--- src/rtl/pipe_accum_sink_if.sv ---
// pipe_accum_sink_if
//   Bundles the two data-path ports of the accumulator sink:
//   - upstream 4-phase bundled-data channel (req_in / data_in / ack_out)
//   - downstream valid/ready result channel (sum_out / sum_valid / sum_ready)
//   slave  : the sink's view (consumes req/data, produces ack and sums)
//   master : the environment's view (adder upstream + consumer downstream)
interface pipe_accum_sink_if;
    logic        req_in;
    logic [7:0]  data_in;
    logic        ack_out;
    logic [15:0] sum_out;
    logic        sum_valid;
    logic        sum_ready;

    modport slave (
        input  req_in, data_in, sum_ready,
        output ack_out, sum_out, sum_valid
    );

    modport master (
        output req_in, data_in, sum_ready,
        input  ack_out, sum_out, sum_valid
    );
endinterface

--- src/rtl/pipe_accum_sink.sv ---
// pipe_accum_sink
//   Synchronous consumer for the self-timed adder pipeline. The adder's
//   request is brought into the clk domain through a two-flop synchroniser;
//   each accepted word is acknowledged with a 4-phase handshake and summed
//   into a 16-bit accumulator. Every GROUP words the completed sum is
//   presented on a valid/ready port.
// Ports:
//   clk    - clock, rising edge
//   rst_n  - asynchronous active-low reset
//   bus    - slave modport: req_in/data_in/ack_out upstream,
//            sum_out/sum_valid/sum_ready downstream
//   busy   - partial group held or handshake in progress
module pipe_accum_sink #(
    parameter int GROUP = 4
) (
    input  logic                    clk,
    input  logic                    rst_n,
    pipe_accum_sink_if.slave        bus,
    output logic                    busy
);

    localparam logic [8:0] LAST = 9'(GROUP - 1);

    typedef enum logic {IDLE, ACK} state_t;

    state_t      state, state_nxt;
    logic        req_meta, req_s;
    logic [15:0] acc;
    logic [8:0]  cnt;
    logic [15:0] sum_q;
    logic        valid_q;
    logic        last_word, stalled, capture, final_cap, consume;

    // Two-flop synchroniser; data_in is deliberately not synchronised since
    // the bundling guarantees it is stable once req_s is seen high.
    always_ff @(posedge clk or negedge rst_n) begin
        if (!rst_n) begin
            req_meta <= 1'b0;
            req_s    <= 1'b0;
        end else begin
            req_meta <= bus.req_in;
            req_s    <= req_meta;
        end
    end

    // FSM: state register
    always_ff @(posedge clk or negedge rst_n) begin
        if (!rst_n) state <= IDLE;
        else        state <= state_nxt;
    end

    // FSM: next state
    always_comb begin
        state_nxt = state;
        case (state)
            IDLE: if (capture) state_nxt = ACK;
            ACK:  if (!req_s)  state_nxt = IDLE;
            default: state_nxt = IDLE;
        endcase
    end

    // FSM: outputs and capture decode. A final word may only be taken when
    // the output slot is free or is being drained on this very edge, so the
    // upstream request is simply left pending while the slot is blocked.
    always_comb begin
        last_word   = (cnt == LAST);
        consume     = valid_q && bus.sum_ready;
        stalled     = last_word && valid_q && !bus.sum_ready;
        capture     = (state == IDLE) && req_s && !stalled;
        final_cap   = capture && last_word;
        bus.ack_out = (state == ACK);
        busy        = (cnt != 9'd0) || (state == ACK);
    end

    // Accumulator and result register
    always_ff @(posedge clk or negedge rst_n) begin
        if (!rst_n) begin
            acc     <= '0;
            cnt     <= '0;
            sum_q   <= '0;
            valid_q <= 1'b0;
        end else begin
            if (final_cap) begin
                sum_q   <= acc + {8'd0, bus.data_in};
                valid_q <= 1'b1;
                acc     <= '0;
                cnt     <= '0;
            end else begin
                if (capture) begin
                    acc <= acc + {8'd0, bus.data_in};
                    cnt <= cnt + 9'd1;
                end
                if (consume) valid_q <= 1'b0;
            end
        end
    end

    assign bus.sum_out   = sum_q;
    assign bus.sum_valid = valid_q;

endmodule

--- src/flat_wrapper.sv ---
// flat-port wrapper written by rule: the top's interface ports become plain ports
module pipe_accum_sink_flat 
#(
    parameter int GROUP = 4
)
  (clk, rst_n, busy, bus_req_in, bus_data_in, bus_sum_ready, bus_ack_out, bus_sum_out, bus_sum_valid);
  pipe_accum_sink_if bus_i ();
  input  logic clk;
  input  logic rst_n;
  output logic busy;
  input wire logic [$bits(bus_i.req_in)-1:0] bus_req_in;
  input wire logic [$bits(bus_i.data_in)-1:0] bus_data_in;
  input wire logic [$bits(bus_i.sum_ready)-1:0] bus_sum_ready;
  output wire logic [$bits(bus_i.ack_out)-1:0] bus_ack_out;
  output wire logic [$bits(bus_i.sum_out)-1:0] bus_sum_out;
  output wire logic [$bits(bus_i.sum_valid)-1:0] bus_sum_valid;
  assign bus_i.req_in = bus_req_in;
  assign bus_i.data_in = bus_data_in;
  assign bus_i.sum_ready = bus_sum_ready;
  assign bus_ack_out = bus_i.ack_out;
  assign bus_sum_out = bus_i.sum_out;
  assign bus_sum_valid = bus_i.sum_valid;
  pipe_accum_sink #(.GROUP(GROUP)) u_core (.clk(clk), .rst_n(rst_n), .bus(bus_i), .busy(busy));
endmodule
--- config.mk ---
export PLATFORM = sky130hd
export DESIGN_NAME = pipe_accum_sink_flat
export DESIGN_NICKNAME = d
export VERILOG_FILES = /design/src/rtl/pipe_accum_sink_if.sv /design/src/rtl/pipe_accum_sink.sv /design/src/flat_wrapper.sv
export SDC_FILE = /design/constraint.sdc
export NUM_CORES = 1
export LEC_CHECK = 0
export ABC_AREA = 0
export BUFFER_PORTS_ARGS = -buffer_cell sky130_fd_sc_hd__buf_2
export CAP_MARGIN = 20
export CORE_UTILIZATION = 40
export CTS_CLUSTER_SIZE = 10
export DETAILED_ROUTE_END_ITERATION = 10
export PLACE_DENSITY = 0.62
export RECOVER_POWER = 50
export SKIP_CTS_REPAIR_TIMING = 1
export SLEW_MARGIN = 25
export SYNTH_ARGS = -nofsm -noshare
export SYNTH_HDL_FRONTEND = slang
export SYNTH_SLANG_ARGS = --single-unit
--- constraint.sdc ---
create_clock -name clk -period 2.65 [get_ports clk]
set_clock_uncertainty 0.1 [all_clocks]
set_input_delay 0.53 -clock clk [delete_from_list [all_inputs] [get_ports clk]]
set_output_delay 0.53 -clock clk [all_outputs]
set_load 0.03 [all_outputs]
==> metrics.txt <==
Synth Register Bits=45; status=complete, no violations; final max-slew violation count=0; Distinct cells, synth=46; routed len/inst=roughly 15 um; Clk pin slew, worst setup/hold paths=roughly 0.09 ns; pre-CTS setup slack=-0.09598 ns; P per Cell Area=approximately 980 mW/mm^2; area of the multi-input gates=around 0.0013 mm^2; Total Wirelength=around 5.5 mm; Synth Area per Inst=between 9 and 10 um^2; Tightest Pin Transition=~1.3 ns; ys async rst share=100.0%; FF/Latch Area=0.001126 mm^2; Leak=about 0.0013 uW; Setup WS post-layout=between 0.15 and 0.2 ns; max_cap viols=0; layout cell share with drive strength beyond 1=approximately a fifth; initial antenna violation count=0; initial drt markers=just over 90; placed inst area=~0.0028 mm^2; Fill cells=between 500 and 600; setup violators final=0; H-tree levels=2; endpoint class of the critical path=register; ant diodes=0; YS warnings=0; crit-path max FO=15; DIE AREA=approximately 0.0065 mm^2; Post-Syn Nets=between 200 and 300; cell area after synthesis=roughly 0.0025 mm^2; f_max=407.8 MHz; GP Congestion=0.7706; post-route setup TNS=0 ns; final routed DRC violation total=0; Tcrit/Tclk final=approximately 93%; VDD IR-drop max=476.1 uV; Syn Inst Count=253; Synth area leaders=dfrtp_1 46%, nand2_1 5.6%, ha_1 5.1%; Primary FF master, synth=dfrtp_1; Post-DRT Antenna Nets=0; worst hold path type=input pin to register; minimum clock period=approximately 2.5 ns; global-route wire length before repair=9.356 mm; I/O Buffers=30; CTS Root Cell=clkbuf_8; Worst slew margin=~16%; DR pass1 iterations=4; DP HPWL=~4 mm; Worst-Skew Late Latency=0.30 ns; area grow syn2layout=14.22%; Row Count=28; RSZ-0062 raised after global routing=no; Final Hold Fails=0; post-synthesis sequential area ratio=45.55%; Nets=roughly 310; EDFF count, synth=0; via count=~1900; CP Data Arrival Time=2.53 ns; Worst setup SP type=register; critical path class=register to register; GRT overflow=0; die span in x=between 80 and 90 um; largest net degree at the start of global routing=24; area leader, netlist=dfrtp_1; IO Count=31; worst path required time=about 2.7 ns; CTS max path bufs=2; Synth top area share=45.55%; final non-filler cell area=~0.0028 mm^2; vias in the first global route=around 1900; die height=80.62 um; Initial Util=between 40% and 50%; Num CTS Buffers=5; Core Region=slightly below 0.006 mm^2; GRT Total Usage=about a fifth; routed vias/inst=roughly 5.3; clock sink count=45; CTS tree=built
[routing by layer]
layer  vias to the layer above  GRT usage, %  share of wire [%]
met1                       912         26.58                 49
met3                         2         3.750                3.7
met2                        35         30.17                 47
met4                         0         4.286               0.60
met5                         -             0                  0
li1                        998             -                  -
[stage by stage]
stage	hold slack (ns)	std cells	utilization [%]	power [uW]
3_5_place_dp	0.2554	357	46.22	2373
5_1_grt	0.2234	365	47.42	3016
4_1_cts	0.1253	365	47.75	2821
3_3_place_gp	0.2569	357	46.22	2345
2_1_floorplan	0.1344	253	-	1997
6_report	0.2397	365	47.42	2770
[cells by family after synthesis]
family / after synthesis / synth area share, %
adder cells (fa/ha/maj): 11 / 5.870
buffers and inverters: 22 / 3.897
AND/OR/NAND/NOR: 91 / 19.38
AO/OA/AOI/OAI: 69 / 19.59
flip-flops: 45 / 45.55
multiplexers: 4 / 1.822
XOR/XNOR: 11 / 3.897
[state kept, by name, indices dropped and copies added, names as in the netlist]
name / count
u_core.acc: 16
u_core.cnt: 9
u_core.bus.ack_out: 1
u_core.bus.sum_out: 16
u_core.req_meta: 1
u_core.bus.sum_valid: 1
u_core.req_s: 1
[cell type report]
class | instances | share of cell area, %
multi-input combinational | 186 | 44.44
sequential | 45 | 39.88
timing repair buffer | 41 | 7.798
tap | 75 | 3.323
clock buffer | 5 | 2.437
inverter | 10 | 1.329
clock inverter | 3 | 0.7975
[placed cells by master (no fill, tap or decap), drive strengths merged, types with 7 or more instances in the layout]
cell type,synthesis,routed
inv,10,10
o21ai,14,14
nand3,10,10
buf,5,32
xnor2,9,9
clkbuf,7,14
nor2,10,10
o2111ai,8,8
o211ai,10,10
dfrtp,45,45
nand4,7,7
nand2,37,37
a21oi,10,10
ha,10,10
[critical path: stages, from the launching register on]
cell and delay [ns]:
dfrtp_1 0.39, ha_1 0.22, fa_1 0.41, a211oi_2 0.27
nor2_1 0.10, a221oi_2 0.28, buf_4 0.24, nor3_1 0.07
o31a_1 0.24
[final timing paths]
path	start	endpoint	slack (ns)	cells after the start
worst min-delay path	bus_req_in	u_core.req_meta	0.24	1
worst max register to register	u_core.acc[0]	u_core.bus.sum_out[12]	0.20	8
worst max-delay path	u_core.acc[0]	u_core.bus.sum_out[12]	0.20	8
worst min register to register	u_core.req_meta	u_core.req_s	0.27	0
max in group asynchronous	rst_n	u_core.acc[2]	0.85	2
min in group asynchronous	rst_n	u_core.acc[15]	0.38	1
[cells in the mapped netlist (2+ instances only)]
| master | number |
|---|---|
| a211oi_1 | 4 |
| a21o_1 | 6 |
| a21oi_1 | 10 |
| a31oi_1 | 5 |
| and3_1 | 2 |
| and4_1 | 2 |
| buf_2 | 4 |
| clkbuf_1 | 6 |
| dfrtp_1 | 45 |
| ha_1 | 10 |
| inv_1 | 10 |
| mux2_2 | 4 |
| nand2_1 | 37 |
| nand2b_1 | 2 |
| nand3_1 | 9 |
| nand4_1 | 7 |
| nor2_1 | 10 |
| nor2b_1 | 2 |
| nor3_1 | 3 |
| nor4_1 | 2 |
| o2111ai_1 | 8 |
| o211ai_1 | 10 |
| o21a_1 | 4 |
| o21ai_0 | 10 |
| o21ai_1 | 2 |
| o21ai_2 | 2 |
| o31a_1 | 4 |
| or2b_1 | 3 |
| or3_1 | 2 |
| or4_1 | 3 |
| xnor2_1 | 9 |
| xor2_1 | 2 |
[power breakdown]
part | total, uW | internal [uW] | switching [uW]
registers | 1020 | 891 | 131
clock network | 429 | 185 | 244
logic | 1320 | 487 | 832
No activity file was read; power rests on OpenSTA's default activity.
